## config.mk

```make
export PLATFORM = sky130hd
export DESIGN_NAME = maverickone_instr_launcher
export DESIGN_NICKNAME = d
export VERILOG_FILES = /design/src/rtl/maverickone_instr_launcher.sv
export SDC_FILE = /design/constraint.sdc
export NUM_CORES = 1
export LEC_CHECK = 0
export ABC_CLOCK_PERIOD_IN_PS = 4300
export CAP_MARGIN = 20
export CELL_PAD_IN_SITES_DETAIL_PLACEMENT = 0
export CELL_PAD_IN_SITES_GLOBAL_PLACEMENT = 1
export CORE_MARGIN = 8
export CORE_UTILIZATION = 34
export CTS_CLUSTER_DIAMETER = 80
export CTS_CLUSTER_SIZE = 28
export DETAILED_ROUTE_END_ITERATION = 6
export PLACE_DENSITY_LB_ADDON = 0.1
export SLEW_MARGIN = 20
export SYNTH_ARGS = -nofsm -noshare
export SYNTH_HDL_FRONTEND = slang
export SYNTH_SLANG_ARGS = --single-unit
```

## constraint.sdc

```tcl
create_clock -name clk_i -period 4.3 [get_ports clk_i]
set_clock_uncertainty 0.2 [all_clocks]
set_input_delay 0.86 -clock clk_i [delete_from_list [all_inputs] [get_ports clk_i]]
set_output_delay 0.86 -clock clk_i [all_outputs]
set_load 0.005 [all_outputs]
```

## src/rtl/maverickone_instr_launcher.sv

```systemverilog
// Decoded-instruction launcher: one-entry holding stage that issues to execute once
// register locks, the outstanding limit and blocking-instruction drains allow.
package maverickone_pkg;
  localparam int NUM_REGS        = 64;
  localparam int NUM_OUTSTANDING = 7;

  // reg_req marks every register the instruction reads or writes (GPR 0-31, FPR 32-63).
  typedef struct packed {
    logic [7:0]          op;
    logic [5:0]          rd;
    logic [5:0]          rs1;
    logic [5:0]          rs2;
    logic [NUM_REGS-1:0] reg_req;
    logic                blocking;
  } decoded_instr_t;
endpackage

module maverickone_instr_launcher
  import maverickone_pkg::*;
#(
  parameter int NUM_OUTSTANDING = maverickone_pkg::NUM_OUTSTANDING,
  parameter int NUM_REGS        = maverickone_pkg::NUM_REGS
) (
  input  logic                clk_i,
  input  logic                rst_i,
  input  logic                flush_i,
  input  decoded_instr_t      in_instr_i,
  input  logic                in_valid_i,
  output logic                in_ready_o,
  output decoded_instr_t      out_instr_o,
  output logic                out_valid_o,
  input  logic                out_ready_i,
  input  logic                wb_valid_i,
  input  logic [5:0]          wb_rd_i,
  output logic [NUM_REGS-1:0] locks_o,
  output logic [2:0]          outstanding_o,
  output logic [1:0]          state_o
);

  // Handshake: a transfer happens on a rising edge where valid & ready are both high;
  // valid never depends on ready, and a raised valid holds its payload until the transfer.

  typedef enum logic [1:0] {
    S_EMPTY   = 2'd0,
    S_HELD    = 2'd1,
    S_BLOCKED = 2'd2
  } state_t;

  localparam logic [2:0] MAX_OUT = 3'(NUM_OUTSTANDING);

  state_t              state_q, state_d;
  decoded_instr_t      held_q, held_d;
  logic                held_valid_q, held_valid_d;
  logic [NUM_REGS-1:0] locks_q, locks_d;
  logic [2:0]          outstanding_q, outstanding_d;
  logic                blk_pend_q, blk_pend_d;
  logic                haz, out_fire, in_fire;

  always_comb begin
    haz = (|(held_q.reg_req & locks_q))
        | (outstanding_q == MAX_OUT)
        | blk_pend_q
        | (held_q.blocking & (outstanding_q != 3'd0));
    out_valid_o = held_valid_q & ~haz;
    out_fire    = out_valid_o & out_ready_i;
    in_ready_o  = ~held_valid_q | out_fire;
    in_fire     = in_valid_i & in_ready_o;
  end

  // Issue and completion in the same cycle cancel; a stray completion at zero is ignored.
  always_comb begin
    outstanding_d = outstanding_q;
    if (out_fire && !wb_valid_i)
      outstanding_d = outstanding_q + 3'd1;
    else if (!out_fire && wb_valid_i && outstanding_q != 3'd0)
      outstanding_d = outstanding_q - 3'd1;
  end

  // Clear before set so a same-index issue keeps its new lock.
  always_comb begin
    locks_d = locks_q;
    if (wb_valid_i)
      locks_d[wb_rd_i] = 1'b0;
    if (out_fire && held_q.rd != 6'd0 && held_q.reg_req[held_q.rd])
      locks_d[held_q.rd] = 1'b1;
    locks_d[0] = 1'b0;
  end

  always_comb begin
    blk_pend_d = (blk_pend_q | (out_fire & held_q.blocking)) & (outstanding_d != 3'd0);
    held_d     = held_q;
    if (in_fire && !flush_i)
      held_d = in_instr_i;
    if (flush_i)
      held_valid_d = 1'b0;
    else if (in_fire)
      held_valid_d = 1'b1;
    else if (out_fire)
      held_valid_d = 1'b0;
    else
      held_valid_d = held_valid_q;
  end

  always_comb begin
    state_d = state_q;
    unique case (state_q)
      S_EMPTY: begin
        if (in_fire && !flush_i) state_d = S_HELD;
      end
      S_HELD: begin
        if (out_fire) begin
          if (in_fire && !flush_i)  state_d = S_HELD;
          else if (held_q.blocking) state_d = S_BLOCKED;
          else                      state_d = S_EMPTY;
        end else if (flush_i) begin
          state_d = S_EMPTY;
        end
      end
      S_BLOCKED: begin
        if (outstanding_d == 3'd0) state_d = held_valid_d ? S_HELD : S_EMPTY;
      end
      default: state_d = S_EMPTY;
    endcase
  end

  always_ff @(posedge clk_i) begin
    if (rst_i) begin
      state_q       <= S_EMPTY;
      held_q        <= '0;
      held_valid_q  <= 1'b0;
      locks_q       <= '0;
      outstanding_q <= 3'd0;
      blk_pend_q    <= 1'b0;
    end else begin
      state_q       <= state_d;
      held_q        <= held_d;
      held_valid_q  <= held_valid_d;
      locks_q       <= locks_d;
      outstanding_q <= outstanding_d;
      blk_pend_q    <= blk_pend_d;
    end
  end

  assign out_instr_o   = held_q;
  assign locks_o       = locks_q;
  assign outstanding_o = outstanding_q;
  assign state_o       = state_q;

endmodule

```

Yosys cells after proc, flatten, opt, wreduce, memory -nomap -nowiden
Cells that the tools add are included.
Widths: inputs -> output; s select.
Word-level totals
  input bits: 103
  latch bits: 0
  RAM bits: 0
  word-level logic and storage cells: 80
  bits in read-only memories: 0
  output and inout bits: 162
  flip-flop bits (word level): 162
  memories kept: 0
Operators by class
  bitwise gates (word level): 17
  muxes and demuxes: 21
  equal/unequal tests: 6
  divide/modulo/power cells: 0
  shift operators: 0
  $lt $le $gt $ge: 4
  multiply operators: 0
  $add $sub $neg: 2
  reduce and logical (&&, ||, !) cells: 18
Operators with widths (number)
  $and 64x64->64: 2
  $mux 64: 2
  $not 64->64: 1
  $or 64x64->64: 1
  $reduce_or 64->1: 1
  $lt 6x7->1 const B: 2
  $demux 1 s6: 2
  $ge 6x1->1 const B: 2
  $mux 2: 6
  $logic_and 1x1->1: 8
  $mux 1: 7
  $and 1x1->1: 6
  $bmux 1 s6: 1
  $mux 3: 2
  $pmux 2 s3: 1
  $reduce_bool 3->1: 2
  $reduce_bool 6->1: 1
  $or 1x1->1: 5
  $ne 2x2->1 const B: 2
  $add 3x1->3 const B: 1
  $eq 3x3->1 const B: 1
  $logic_not 1->1: 3
  $logic_not 3->1: 1
  $ne 3x3->1 const B: 1
  6 further kinds: 7

Depth between registers and ports, before layout
Gate-level depths: netlist of the first run.
  depth in word-level cells: 16
  depth in mapped cells: 12
  depth with buffers taken out: 10

Least setup slack after synthesis of the first run
No wires, ideal clock.
  path type: reg-to-output
  start point: register outstanding_q[1], in the netlist outstanding_o[1]
  end point: output in_ready_o
  stages on the path, launching flop included: 8
  data arrival time: 1.891 ns
  path slack: 1.349 ns
  data required time: 3.240 ns
  path buffers: 0
  cell sequence: dfxtp_1 -> inv_1 -> ha_1 -> nand2b_4 -> a2111o_1 -> nor4_1 -> nand4_1 -> o21ai_0
On the way
  cells in the longest elaborated chain, start to end: 8
RTL lines
  start: declaration: RTL line 55  | logic [2:0] outstanding_q, outstanding_d;
  start signal: assignment: RTL line 139  | outstanding_q <= outstanding_d;
  $eq 3x3->1: RTL line 61  | | (outstanding_q == MAX_OUT)
  $or 1x1->1: RTL line 61
  $or 1x1->1: RTL line 62  | | blk_pend_q
  $or 1x1->1 (*): RTL line 63  | | (held_q.blocking & (outstanding_q != 3'd0));
  $not 1->1 (*): RTL line 64  | out_valid_o = held_valid_q & ~haz;
  $and 1x1->1 (*): RTL line 64
  $and 1x1->1 (*): RTL line 65  | out_fire = out_valid_o & out_ready_i;
  $or 1x1->1 (*): RTL line 66  | in_ready_o = ~held_valid_q | out_fire;
  end: declaration: RTL line 29  | output logic in_ready_o,
Every way passes the cells marked *; elsewhere a longest branch is shown, timed or not.

Final worst setup path of the first run
  start point: register outstanding_q[0], in the netlist outstanding_o[0]
  end point: output in_ready_o
The elaborated chain is that of the path after synthesis.

==> impl_metrics.env, run 1 <==
export IMPL_synthDistinctLibCells=54
export IMPL_htree_levels=4
export IMPL_cts_tree="built"
export IMPL_grt_pass1_vias=7436
export IMPL_drc_errors=0
export IMPL_drt_antenna_violating_nets=0
export IMPL_finalPower_uw=3650
export IMPL_yosysSeqAreaShare=0.453
export IMPL_async_reset_ff_frac=0
export IMPL_viasPerCell=5.35
export IMPL_max_freq_ghz=0.245
export IMPL_routed_wirelength_mm=31.3
export IMPL_worstPathRequired_ns=3.24
export IMPL_finalCritPeriodShare=0.949
export IMPL_post_cts_buffers=0
export IMPL_hold_violations=0
export IMPL_ys_dominant_reg_cell="dfxtp_1"
export IMPL_cts_hold_fix_buffers=0
export IMPL_hpwl_mm=23.1
export IMPL_m1WireLength_mm=13.9
export IMPL_antenna_found_initial=1
export IMPL_worstHoldPathType="reg2reg"
export IMPL_final_area_sq_um=10500
export IMPL_coreArea_sq_um=20800
export IMPL_leakagePower_uw=0.00352
export IMPL_wl_met3_mm=2.84
export IMPL_grt_util_all_layers=0.238
export IMPL_top_layer="met4"
export IMPL_synthesis_area_sq_um=7110
export IMPL_peakVddDrop_mv=0.229
export IMPL_start_util=0.343
export IMPL_dp_slack_ns=0.605
export IMPL_p_sw_uw=1050
export IMPL_drtPass1Iterations=6
export IMPL_critPathCaptureType="primary output"
export IMPL_status="finished clean"
export IMPL_tightest_slew_ns=1.13
export IMPL_report_final_slew_viol_count=0
export IMPL_die_w_microns=161
export IMPL_grt_max_degree=93
export IMPL_synth_seq_cells=161
export IMPL_met2WireLength_mm=13.6
export IMPL_max_slew_margin_rel=0.246
export IMPL_finalWorstSetupSlack_ns=0.221
export IMPL_setup_viol=0
export IMPL_whs_ns=0.252
export IMPL_num_rows=53
export IMPL_crit_arrival_ns=3.02
export IMPL_finalSetupTns_ns=0
export IMPL_crit_path_start_kind="flop"
export IMPL_synthCells=909
export IMPL_seq_power_share=0.443
export IMPL_portBuffers=263
export IMPL_dr_total_vias=7673
export IMPL_die_h_microns=161
export IMPL_cts_buffers=17
export IMPL_clockPowerShare=0.414
export IMPL_drive_gt1_frac=0.0553
export IMPL_wire_per_inst_microns=21.8
export IMPL_power_frac_comb=0.143
export IMPL_syn_area_per_cell_sq_um=7.82
export IMPL_root_buffer="clkbuf_16"
export IMPL_nets=1252
export IMPL_cts_resized=0
export IMPL_overflow=0
export IMPL_clock_sinks=161
export IMPL_dpl_cell_area_sq_um=9910
export IMPL_clk_latency_ns=0.43
export IMPL_drt_iter0_markers=647
export IMPL_worst_setup_path_type="reg2out"
export IMPL_synth_edf_count=0
export IMPL_p_int_uw=2600
export IMPL_powerDensity_nw_per_um2=348
export IMPL_yosys_warnings=0
export IMPL_finalWeightedCongestion=0.912
export IMPL_syn_nets=1016
export IMPL_fill_cells=2044
export IMPL_p_sw_frac=0.288
export IMPL_path_max_fanout=5
export IMPL_clk_pin_slew_ns=0.07
export IMPL_clockBufferDepth=2
export IMPL_area_growth_pct=47.6
export IMPL_grt_pass1_wl_mm=46.8
export IMPL_drv_cap=0
export IMPL_post_route_min_period_ns=4.08
export IMPL_rsz0062_at_grt="no"
export IMPL_die_area_sq_um=25800
export IMPL_ios=265
## power groups by stage
stage | Combinational (uW) | Clock, uW | Sequential (uW)
finish | 522 | 1510 | 1620
global route | 570 | 1610 | 1620
detailed placement | 516 | 0 | 1650
global placement | 518 | 0 | 1650
floorplan | 254 | 0 | 1620
CTS | 520 | 1540 | 1620
## flip-flops by register name, indices dropped and copies added (netlist names)
| register | flops |
|---|---|
| blk_pend_q | 1 |
| held_valid_q | 1 |
| locks_o | 63 |
| out_instr_o | 91 |
| outstanding_o | 3 |
| state_o | 2 |
## per-stage QoR
step           cells   util
2_1_floorplan    909      -
3_3_place_gp    1401  0.477
3_5_place_dp    1401  0.477
4_1_cts         1433  0.506
5_1_grt         1434  0.506
6_report        1434  0.506
## final cells by class
class	count	area, sq um	area share
antenna	1	2.50	0.000238
clock buffer	18	439	0.0418
clock inverter	14	146	0.0139
inverter	8	31.3	0.00298
multi-input combinational	682	3580	0.341
sequential	161	3220	0.307
tap	275	344	0.0328
timing repair buffer	275	2730	0.260
## cells in the mapped netlist (all sizes together) (5+ instances only)
master  number  area, sq um
a211oi       7         52.6
a21oi      104          532
a22oi       30          225
buf         16          131
clkbuf      42          158
dfxtp      161         3220
inv          8         30.0
mux2i        9         90.1
mux4         7          158
nand2      261          980
nand2b      10         70.1
nand3       62          310
nand3b       5         37.5
nand4       12         75.1
nor2        27          101
nor3        10         50.1
o211ai       5         37.5
o21ai       75          375
o22ai        5         31.3
or2          5         31.3
## worst paths after layout
path | endpoint | slack [ns] | cells past startpoint | from
worst min-delay path | out_instr_o[76] | 0.25 | 2 | out_instr_o[76]
worst min register to register | out_instr_o[76] | 0.25 | 2 | out_instr_o[76]
worst max-delay path | in_ready_o | 0.22 | 9 | outstanding_o[0]
worst max register to register | locks_o[22] | 0.85 | 10 | outstanding_o[0]
## cells in the final DEF (no fill, tap or decap), types with 3 or more instances in the layout
| cell | Yosys | routed |
|---|---|---|
| clkdlybuf4s50_1 | 0 | 262 |
| nand2_1 | 261 | 261 |
| dfxtp_1 | 161 | 161 |
| a21oi_1 | 103 | 103 |
| o21ai_0 | 67 | 66 |
| nand3_1 | 62 | 62 |
| a22oi_1 | 30 | 30 |
| nor2_1 | 27 | 27 |
| clkbuf_16 | 0 | 17 |
| nand4_1 | 12 | 12 |
| buf_4 | 3 | 12 |
| nor3_1 | 10 | 10 |
| o21ai_1 | 8 | 9 |
| mux2i_1 | 9 | 9 |
| nand2b_1 | 9 | 8 |
| a211oi_1 | 7 | 7 |
| mux4_2 | 7 | 7 |
| inv_1 | 7 | 6 |
| nand3b_1 | 5 | 5 |
| o22ai_1 | 5 | 5 |
| o211ai_1 | 5 | 5 |
| inv_8 | 0 | 5 |
| or2_2 | 4 | 4 |
| nor3b_1 | 4 | 4 |
| and3_1 | 4 | 4 |
| a22o_1 | 3 | 3 |
| o221ai_1 | 3 | 3 |
| a31oi_1 | 3 | 3 |
| ha_1 | 4 | 3 |
| clkinvlp_4 | 0 | 3 |
## routing by layer
metal | track usage | vias up
met5 | 0 | -
met4 | 0.0875 | 0
met3 | 0.0689 | 41
met2 | 0.352 | 349
met1 | 0.321 | 3611
li1 | - | 3672
## worst max-delay path, stage by stage, from the launching register on
cell,delay (ns)
dfxtp_1,0.34
inv_1,0.12
ha_2,0.23
nand2b_4,0.06
a2111o_1,0.45
nor4_1,0.29
nand4_1,0.25
o21ai_1,0.20
buf_4,0.15
clkdlybuf4s50_1,0.50
## cells by family (layout without fill, tap and decap cells)
family,count (synthesis),count (layout),share of synthesized area
buf+inv,66,315,0.0449
xor+xnor,1,1,0.00123
other cells,1,2,0.000527
fa+ha+maj,4,4,0.00704
compound gates,247,247,0.202
simple gates,412,412,0.255
flops,161,161,0.453
mux,17,17,0.0364
Note: power is estimated with default switching activity, not from simulation.
==> run 2, diff against run 1 <==
- CAP_MARGIN: 20 -> default
==> results of run 2 <==
The final DEF is identical to that of run 1; final timing and power are the same.
==> run 3, diff against run 2 <==
- CORE_MARGIN: 8 -> 4
- CORE_UTILIZATION: 34 -> 48
- DONT_BUFFER_PORTS: default -> 1
==> run 3 against run 2 <==
  * Cell count decreased by 25%
  * Worst setup slack improved by 0.37 ns
  * Clock power barely moved
  * Wire length shrank 13%
  * Total power down 5.6%
  * First-iteration DRC count grew 17%
  * Fmax up 9.9%
  * Final area is 26% lower
  * Non-clock buffer count fell by 266
  * Largest power group unchanged
==> impl_metrics.env, run 3 (synthesis gave the netlist of run 1 again) <==
export IMPL_cpMaxStageDelayCell="a2111o_1"
export IMPL_grt_max_degree=102
export IMPL_cts_buffers=17
export IMPL_clk_latency_ns=0.43
export IMPL_viasPerCell=6.35
export IMPL_dr_total_vias=6828
export IMPL_grt_pass1_vias=6466
export IMPL_tightest_slew_ns=1.10
export IMPL_drtPass1Iterations=5
export IMPL_cpPeakStageDelay_ns=0.45
export IMPL_hp_start="out_instr_o[90]"
export IMPL_path_max_fanout=5
export IMPL_clockBufferDepth=2
export IMPL_overflow=0
export IMPL_grt_util_all_layers=0.319
export IMPL_clk_pin_slew_ns=0.06
export IMPL_drv_cap=0
export IMPL_critPathCaptureType="primary output"
export IMPL_finalCritPeriodShare=0.863
export IMPL_cts_hold_fix_buffers=0
export IMPL_startpoint="outstanding_o[1]"
export IMPL_crit_arrival_ns=2.65
export IMPL_fin_util=0.533
export IMPL_drt_antenna_violating_nets=0
export IMPL_status="finished clean"
export IMPL_root_buffer="clkbuf_16"
export IMPL_start_util=0.489
export IMPL_setup_viol=0
export IMPL_drt_iter0_markers=755
export IMPL_post_route_min_period_ns=3.71
export IMPL_largest_reg_flops=91
export IMPL_crit_path_start_kind="flop"
export IMPL_portBuffers=0
export IMPL_worst_setup_path_type="reg2out"
export IMPL_powerDensity_nw_per_um2=445
export IMPL_ff2ff_setup_slack_ns=0.74
export IMPL_worstPathRequired_ns=3.24
export IMPL_routed_wirelength_mm=27.2
export IMPL_htree_levels=4
export IMPL_cts_tree="built"
export IMPL_grt_pass1_wl_mm=40.3
export IMPL_hpwl_mm=20.3
export IMPL_rsz0062_at_grt="no"
export IMPL_n_antenna_cell=0
export IMPL_finalSetupTns_ns=0
export IMPL_clock_sinks=161
export IMPL_dpl_cell_area_sq_um=7150
export IMPL_ios=265
export IMPL_die_w_microns=130
export IMPL_final_area_sq_um=7750
export IMPL_finalWeightedCongestion=0.949
export IMPL_drive_gt1_frac=0.0673
export IMPL_post_cts_buffers=0
export IMPL_r2r_end="out_instr_o[19]"
export IMPL_max_freq_ghz=0.269
export IMPL_mostFrequentLayoutCells="nand2_1 (261), dfxtp_1 (161), a21oi_1 (103)"
export IMPL_num_rows=44
export IMPL_max_slew_margin_rel=0.264
export IMPL_leakagePower_uw=0.00256
export IMPL_wire_per_inst_microns=25.3
export IMPL_cts_resized=0
export IMPL_worstHoldPathType="reg2reg"
export IMPL_mostFrequentLayoutCell="nand2_1"
export IMPL_hold_violations=0
export IMPL_fill_cells=1429
export IMPL_coreArea_sq_um=14500
export IMPL_report_final_slew_viol_count=0
export IMPL_nets=986
export IMPL_r2r_cells=11
export IMPL_die_h_microns=130
export IMPL_worstSetupEndpoint="in_ready_o"
export IMPL_die_area_sq_um=16800
export IMPL_peakVddDrop_mv=0.273
export IMPL_crit_chain="inv_1, ha_1, nand2b_4, a2111o_1, nor4_1, nand4_1, o21ai_0, buf_4"
export IMPL_antenna_found_initial=0
export IMPL_area_growth_pct=8.94
export IMPL_drc_errors=0
export IMPL_r2r_start="outstanding_o[1]"
[run 3: cell types whose count changed in the layout (fill, tap and decap cells not counted), moves of 2 or more]
| cell | previous run | this run |
|---|---|---|
| clkinv_4 | 2 | 4 |
| clkinv_8 | 2 | 0 |
| buf_4 | 12 | 8 |
| clkdlybuf4s50_1 | 262 | 0 |
| clkbuf_8 | 1 | 5 |
| inv_8 | 5 | 0 |
[run 3: layout make-up]
cell class | count | area, sq um | share of cell area
clock inverters | 10 | 101 | 0.0131
inverters | 8 | 31.3 | 0.00404
flip-flops and latches | 161 | 3220 | 0.416
clock buffers | 22 | 494 | 0.0638
well taps | 184 | 230 | 0.0297
multi-input cells | 682 | 3590 | 0.463
repair buffers | 9 | 80.1 | 0.0103
[run 3: routing by layer]
metal / vias to the layer above / track usage / wire [microns] / part of all wire
met2: 390 / 0.473 / 11900 / 0.44
met5: - / 0 / 0 / 0
li1: 3130 / - / - / -
met1: 3261 / 0.435 / 11300 / 0.42
met4: 0 / 0.106 / 597 / 0.022
met3: 47 / 0.113 / 3430 / 0.13
[run 3: worst min path at each step]
stage	endpoint	slack (ns)	depth (start not counted)
floorplan	out_instr_o[1]	0.25	2
finish	out_instr_o[90]	0.27	2
CTS	out_instr_o[90]	0.27	2
global route	outstanding_o[2]	0.29	1
global placement	out_instr_o[75]	0.26	2
detailed placement	out_instr_o[90]	0.26	2
[run 3: critical path, delay by kind of cell, from the launching register on]
family                     cells  cell delay, ns
DFF                            1            0.37
and+or+nand+nor                3            0.61
adders and majority gates      1            0.25
buffers and inverters          2            0.34
AOI/OAI and AO/OA              2            0.66
[run 3: metrics by stage]
step | setup slack [ns] | hold slack [ns] | cells | power (uW)
finish | 0.588 | 0.270 | 1076 | 3440
global route | 0.407 | 0.285 | 1076 | 3560
CTS | 0.599 | 0.273 | 1076 | 3450
detailed placement | 0.779 | 0.265 | 1044 | 1960
global placement | 0.928 | 0.261 | 1044 | 1960
floorplan | 1.35 | 0.253 | 909 | 1870
[run 3: power breakdown]
part	internal, uW	switching, uW
clock	879	635
combinational	110	187
sequential	1540	92.3
==> variant 1 (settings of run 3) <==
Reset style: asynchronous (`rst_i`), changed in one clocked block.
--- a/src/rtl/maverickone_instr_launcher.sv
+++ b/src/rtl/maverickone_instr_launcher.sv
@@ -123,7 +123,7 @@
     endcase
   end
 
-  always_ff @(posedge clk_i) begin
+  always_ff @(posedge clk_i or posedge rst_i) begin
     if (rst_i) begin
       state_q       <= S_EMPTY;
       held_q        <= '0;
Behaviour: differs if rst_i is asserted again (counterexample within 4 cycles, from zero or initial values and one cycle with rst_i high); with rst_i held inactive, the same outputs for 4 cycles.
==> variant 1 against run 3 <==
  * Core utilization rose by 0.17 points
  * Setup slack improved by 300 ps
  * Global-route usage fell by 4.1 points
  * Critical path depth did not move
  * Synthesized area rose by 11%
  * Worst hold slack improved by 7.3 ps
  * Sequential share of layout area rose by 5.5 points
  * Sequential cell count did not move
  * First-iteration DRC count fell by 29%
  * Wire length fell by 4.4%
  * Design area rose by 10%
  * Register-to-register slack improved by 420 ps
  * Largest cell class is now sequential cells
Power is not compared: it rests on default switching activity, and its combinational part moved more than twofold at a synthesized area within 25%.
==> variant 1: results (changes against run 3) <==
Minimum clock period -> 3410 ps (was 3710 ps)
Reg2Reg Setup Slack -> 1160 ps (was 740 ps)
Crit Path Max Fanout -> 6 (was 5)
Total number of vias -> 5716 (was 6828)
Top cells by area, synth -> dfrtp_1 51%, mux2_4 17%, o21ai_0 8.6% (was dfxtp_1 45%, nand2_1 14%, a21oi_1 7.2%)
Leakage -> 3.86 nW
Vias in the first global route -> 5770 (was 6466)
Top post-synthesis cells by count -> 161 x dfrtp_1, 135 x o21ai_0, 90 x mux2_4, 24 x nand2_1, 21 x nor2_1 (was 261 x nand2_1, 161 x dfxtp_1, 103 x a21oi_1, 67 x o21ai_0, 62 x nand3_1)
Clock latency on the worst-skew pair -> 430 ps (about the same)
GPL Wtd Cong -> 0.939 (was 0.949)
FF-to-FF End -> out_instr_o[8] (was out_instr_o[19])
Largest net degree at the start of global routing -> 92 (was 102)
Layout cell share with drive strength beyond 1 -> 24.7% (was 6.73%)
Post-Place Worst Slack -> 1300 ps (was 779 ps)
CP delay by family, top -> simple AND/OR/NAND/NOR gates (was compound AO/OA/AOI/OAI gates)
Status -> finished clean (unchanged)
N_diodes -> 0 (unchanged)
Asr flop ratio synth -> 100% (was 0%)
DR pass1 iterations -> 7 (was 5)
Initial DRC count -> 535 (was 755)
Gr usage total -> 27.8% (was 31.9%)
HPWL after detailed placement -> 19400 µm (was 20300 µm)
Reg clk slew, reported paths -> 70 ps
Fin nets -> 739 (was 986)
CP Capture Point -> in_ready_o (unchanged)
Post-synthesis sequential area ratio -> 51.0% (was 45.3%)
Measured slew at the worst slew-check pin -> 876 ps (was 1100 ps)
CTS max path bufs -> 2 (unchanged)
Worst path slowest cell -> dfrtp_1 (was a2111o_1)
Critical Path AT -> 2350 ps (was 2650 ps)
Crit-path max cell delay -> 450 ps (about the same)
Drt wl/cell -> 30.3 µm (was 25.3 µm)
Hold crit path type -> in2async (was reg2reg)
Unique masters post-synth -> 61 (was 54)
Post-CTS Setup Repair Bufs -> 0 (unchanged)
Crit. Startpoint -> outstanding_o[0] (was outstanding_o[1])
First-pass GRT wire length -> 37900 µm (was 40300 µm)
variant 1: layout make-up:
class	instances	area, µm²
fill	1416	7440
clock inverter	13	138
multi-input combinational	431	3530
timing repair buffer	7	90.1
inverter	14	56.3
clock buffer	19	443
sequential	161	4030
tap	216	270
variant 1: stage by stage:
| stage | area [µm²] | utilization, % | total power, mW | std cells | hold slack [ps] |
|---|---|---|---|---|---|
| floorplan | 7900 | - | 3.16 | 635 | 291 |
| global placement | 7980 | 49.9 | 3.59 | 829 | 327 |
| detailed placement | 7980 | 49.9 | 3.62 | 829 | 328 |
| CTS | 8560 | 53.5 | 5.11 | 861 | 275 |
| global route | 8560 | 53.5 | 5.33 | 861 | 274 |
| finish | 8560 | 53.5 | 5.11 | 861 | 277 |
variant 1: logic make-up (layout without fill, tap and decap cells):
kind of cell             Yosys count  after routing  share of synthesized area (%)
AO/OA/AOI/OAI                    210            210                           15.9
XOR/XNOR                           1              1                          0.111
adder cells (fa/ha/maj)            4              4                          0.634
buffers and inverters             43             53                           4.25
flip-flops                       161            161                           51.0
multiplexers                     112            112                           20.4
other                              1              1                         0.0475
AND/OR/NAND/NOR                  103            103                           7.65
variant 1: power breakdown:
group | switching (mW) | leakage [nW] | total [mW] | internal (mW)
Sequential | 0.533 | 2.03 | 2.35 | 1.82
Clock | 0.634 | 0.279 | 1.50 | 0.870
Combinational | 0.614 | 1.56 | 1.26 | 0.644
Total | 1.78 | 3.86 | 5.11 | 3.33
variant 1: metal layers:
metal	track usage [%]	share of wire [%]	vias up
met1	35.3	39	2905
met5	0	0	-
met4	9.13	2.5	0
met2	45.0	47	395
met3	9.22	11	45
li1	-	-	2371
==> variant 2 (flow settings as in run 3) <==
Made on the original files. Change the package constant `NUM_REGS` from 64 to 32.
--- a/src/rtl/maverickone_instr_launcher.sv
+++ b/src/rtl/maverickone_instr_launcher.sv
@@ -1,7 +1,7 @@
 // Decoded-instruction launcher: one-entry holding stage that issues to execute once
 // register locks, the outstanding limit and blocking-instruction drains allow.
 package maverickone_pkg;
-  localparam int NUM_REGS        = 64;
+  localparam int NUM_REGS        = 32;
   localparam int NUM_OUTSTANDING = 7;
 
   // reg_req marks every register the instruction reads or writes (GPR 0-31, FPR 32-63).
Interface: changed (resized in_instr_i, locks_o and out_instr_o); port bits go from 265 to 169. The function was not compared with the original's and may differ.
==> variant 2 against run 3 <==
  * Sequential cell count shrank 64
  * Via count shrank 46%
  * Die area shrank 39%
  * Sequential power shrank 39%
  * Wire length shrank 52%
  * Total power shrank 47%
  * Synthesized area shrank 41%
  * Setup slack gained 220 ps
  * Design area shrank 42%
==> variant 2: results (changes against run 3) <==
Top cells by area, synth -> dfxtp_1 46%, nand2_1 13%, a21oi_1 7.4% (was dfxtp_1 45%, nand2_1 14%, a21oi_1 7.2%)
Syn nets -> 581 (was 1016)
Critical Path AT -> 2430 ps (was 2650 ps)
Drt wl/cell -> 21.7 µm (was 25.3 µm)
Peak supply drop -> 185 µV (was 273 µV)
Syn. warnings -> 0 (unchanged)
Synth Instances -> 506 (was 909)
Post-DP Area -> 4280 µm² (was 7150 µm²)
Buffers added on ports -> 0 (unchanged)
H-tree levels -> 3 (was 4)
Post-synthesis sequential area ratio -> 46.2% (was 45.3%)
Asr flop ratio synth -> 0% (unchanged)
CTS max path bufs -> 2 (unchanged)
HPWL after detailed placement -> 9620 µm (was 20300 µm)
Total number of vias -> 3695 (was 6828)
Unique masters post-synth -> 43 (was 54)
Fillers -> 801 (was 1429)
Post-CTS Setup Repair Bufs -> 0 (unchanged)
Worst path slowest cell -> a2111o_1 (unchanged)
Fin nets -> 567 (was 986)
Clock latency on the worst-skew pair -> 370 ps (was 430 ps)
Vias in the first global route -> 3566 (was 6466)
Top post-synthesis cells by count -> 145 x nand2_1, 97 x dfxtp_1, 62 x a21oi_1, 32 x o21ai_0, 23 x clkbuf_1 (was 261 x nand2_1, 161 x dfxtp_1, 103 x a21oi_1, 67 x o21ai_0, 62 x nand3_1)
Initial DRC count -> 252 (was 755)
Gr usage total -> 25.1% (was 31.9%)
CP delay by family, top -> simple AND/OR/NAND/NOR gates (was compound AO/OA/AOI/OAI gates)
Worst slew margin -> 33.6% (was 26.4%)
DR pass1 iterations -> 5 (unchanged)
Status -> finished clean (unchanged)
Hold crit path type -> reg2reg (unchanged)
Largest net degree at the start of global routing -> 68 (was 102)
GPL Wtd Cong -> 0.970 (was 0.949)
CTS resizes -> 0 (unchanged)
Crit-path max cell delay -> 440 ps
Layout cell share with drive strength beyond 1 -> 7.24% (was 6.73%)
Area occupied by registers -> 1940 µm² (was 3220 µm²)
Initial antenna violation count -> 0 (unchanged)
Post-Place Worst Slack -> 970 ps (was 779 ps)
Max reg flops -> 59 (was 91)
Placed Instances -> 586 (was 1044)
Reg clk slew, reported paths -> 110 ps (was 60 ps)
Root Driver -> clkbuf_8 (was clkbuf_16)
Number of synthesized flops with an enable pin -> 0 (unchanged)
Non-Filler Instances -> 602 (was 1076)
N_diodes -> 0 (unchanged)
Leakage -> 1.48 nW (was 2.56 nW)
First-pass GRT wire length -> 19800 µm (was 40300 µm)
TritonCTS Buffers -> 9 (was 17)
Crit Path Max Fanout -> 10 (was 5)
==> variant 2: path summary, 6_finish.rpt <==
| check | slack, ps | cells past startpoint | start | to |
|---|---|---|---|---|
| worst max-delay path | 810 | 7 | outstanding_o[0] | in_ready_o |
| worst min-delay path | 270 | 2 | out_instr_o[55] | out_instr_o[55] |
| worst max register to register | 940 | 11 | outstanding_o[0] | out_instr_o[21] |
| worst min register to register | 270 | 2 | out_instr_o[55] | out_instr_o[55] |
==> variant 2: cell type report <==
class | instances | area share (%)
Timing Repair Buffer | 2 | 0.898
Sequential cell | 97 | 43.5
Clock buffer | 9 | 2.78
Clock inverter | 7 | 1.35
Tap cell | 105 | 2.95
Multi-Input combinational cell | 374 | 47.8
Inverter | 8 | 0.673
==> variant 2: kinds of logic (layout without fill, tap and decap cells) <==
family / count (synthesis) / count (layout) / synth area share, %
and+or+nand+nor: 217 / 217 / 23.1
other: 1 / 1 / 0.0891
muxes: 14 / 14 / 6.31
xor gates and xnor gates: 1 / 1 / 0.208
adders and majority gates: 4 / 4 / 1.19
buffers and inverters: 35 / 26 / 3.30
AOI/OAI and AO/OA: 137 / 137 / 19.6
DFF: 97 / 97 / 46.2
==> variant 2: routing by layer <==
metal | global-route usage, % | vias up | share of wire [%]
li1 | - | 1762 | -
met1 | 30.1 | 1739 | 38
met2 | 40.4 | 170 | 48
met3 | 10.9 | 24 | 12
met4 | 8.38 | 0 | 1.9
met5 | 0 | - | 0
==> variant 2: where the power goes <==
group	leakage [nW]	switching, mW	internal, mW
Clock	0.0969	0.350	0.223
Sequential	0.788	0.0573	0.935
Combinational	0.594	0.137	0.109
Total	1.48	0.545	1.27
==> variant 2: worst min-delay path: cells and delay by family (launching register included) <==
kind            cells  cell delay [ps]
compound gates      1               50
flops               1              340
simple gates        1               50
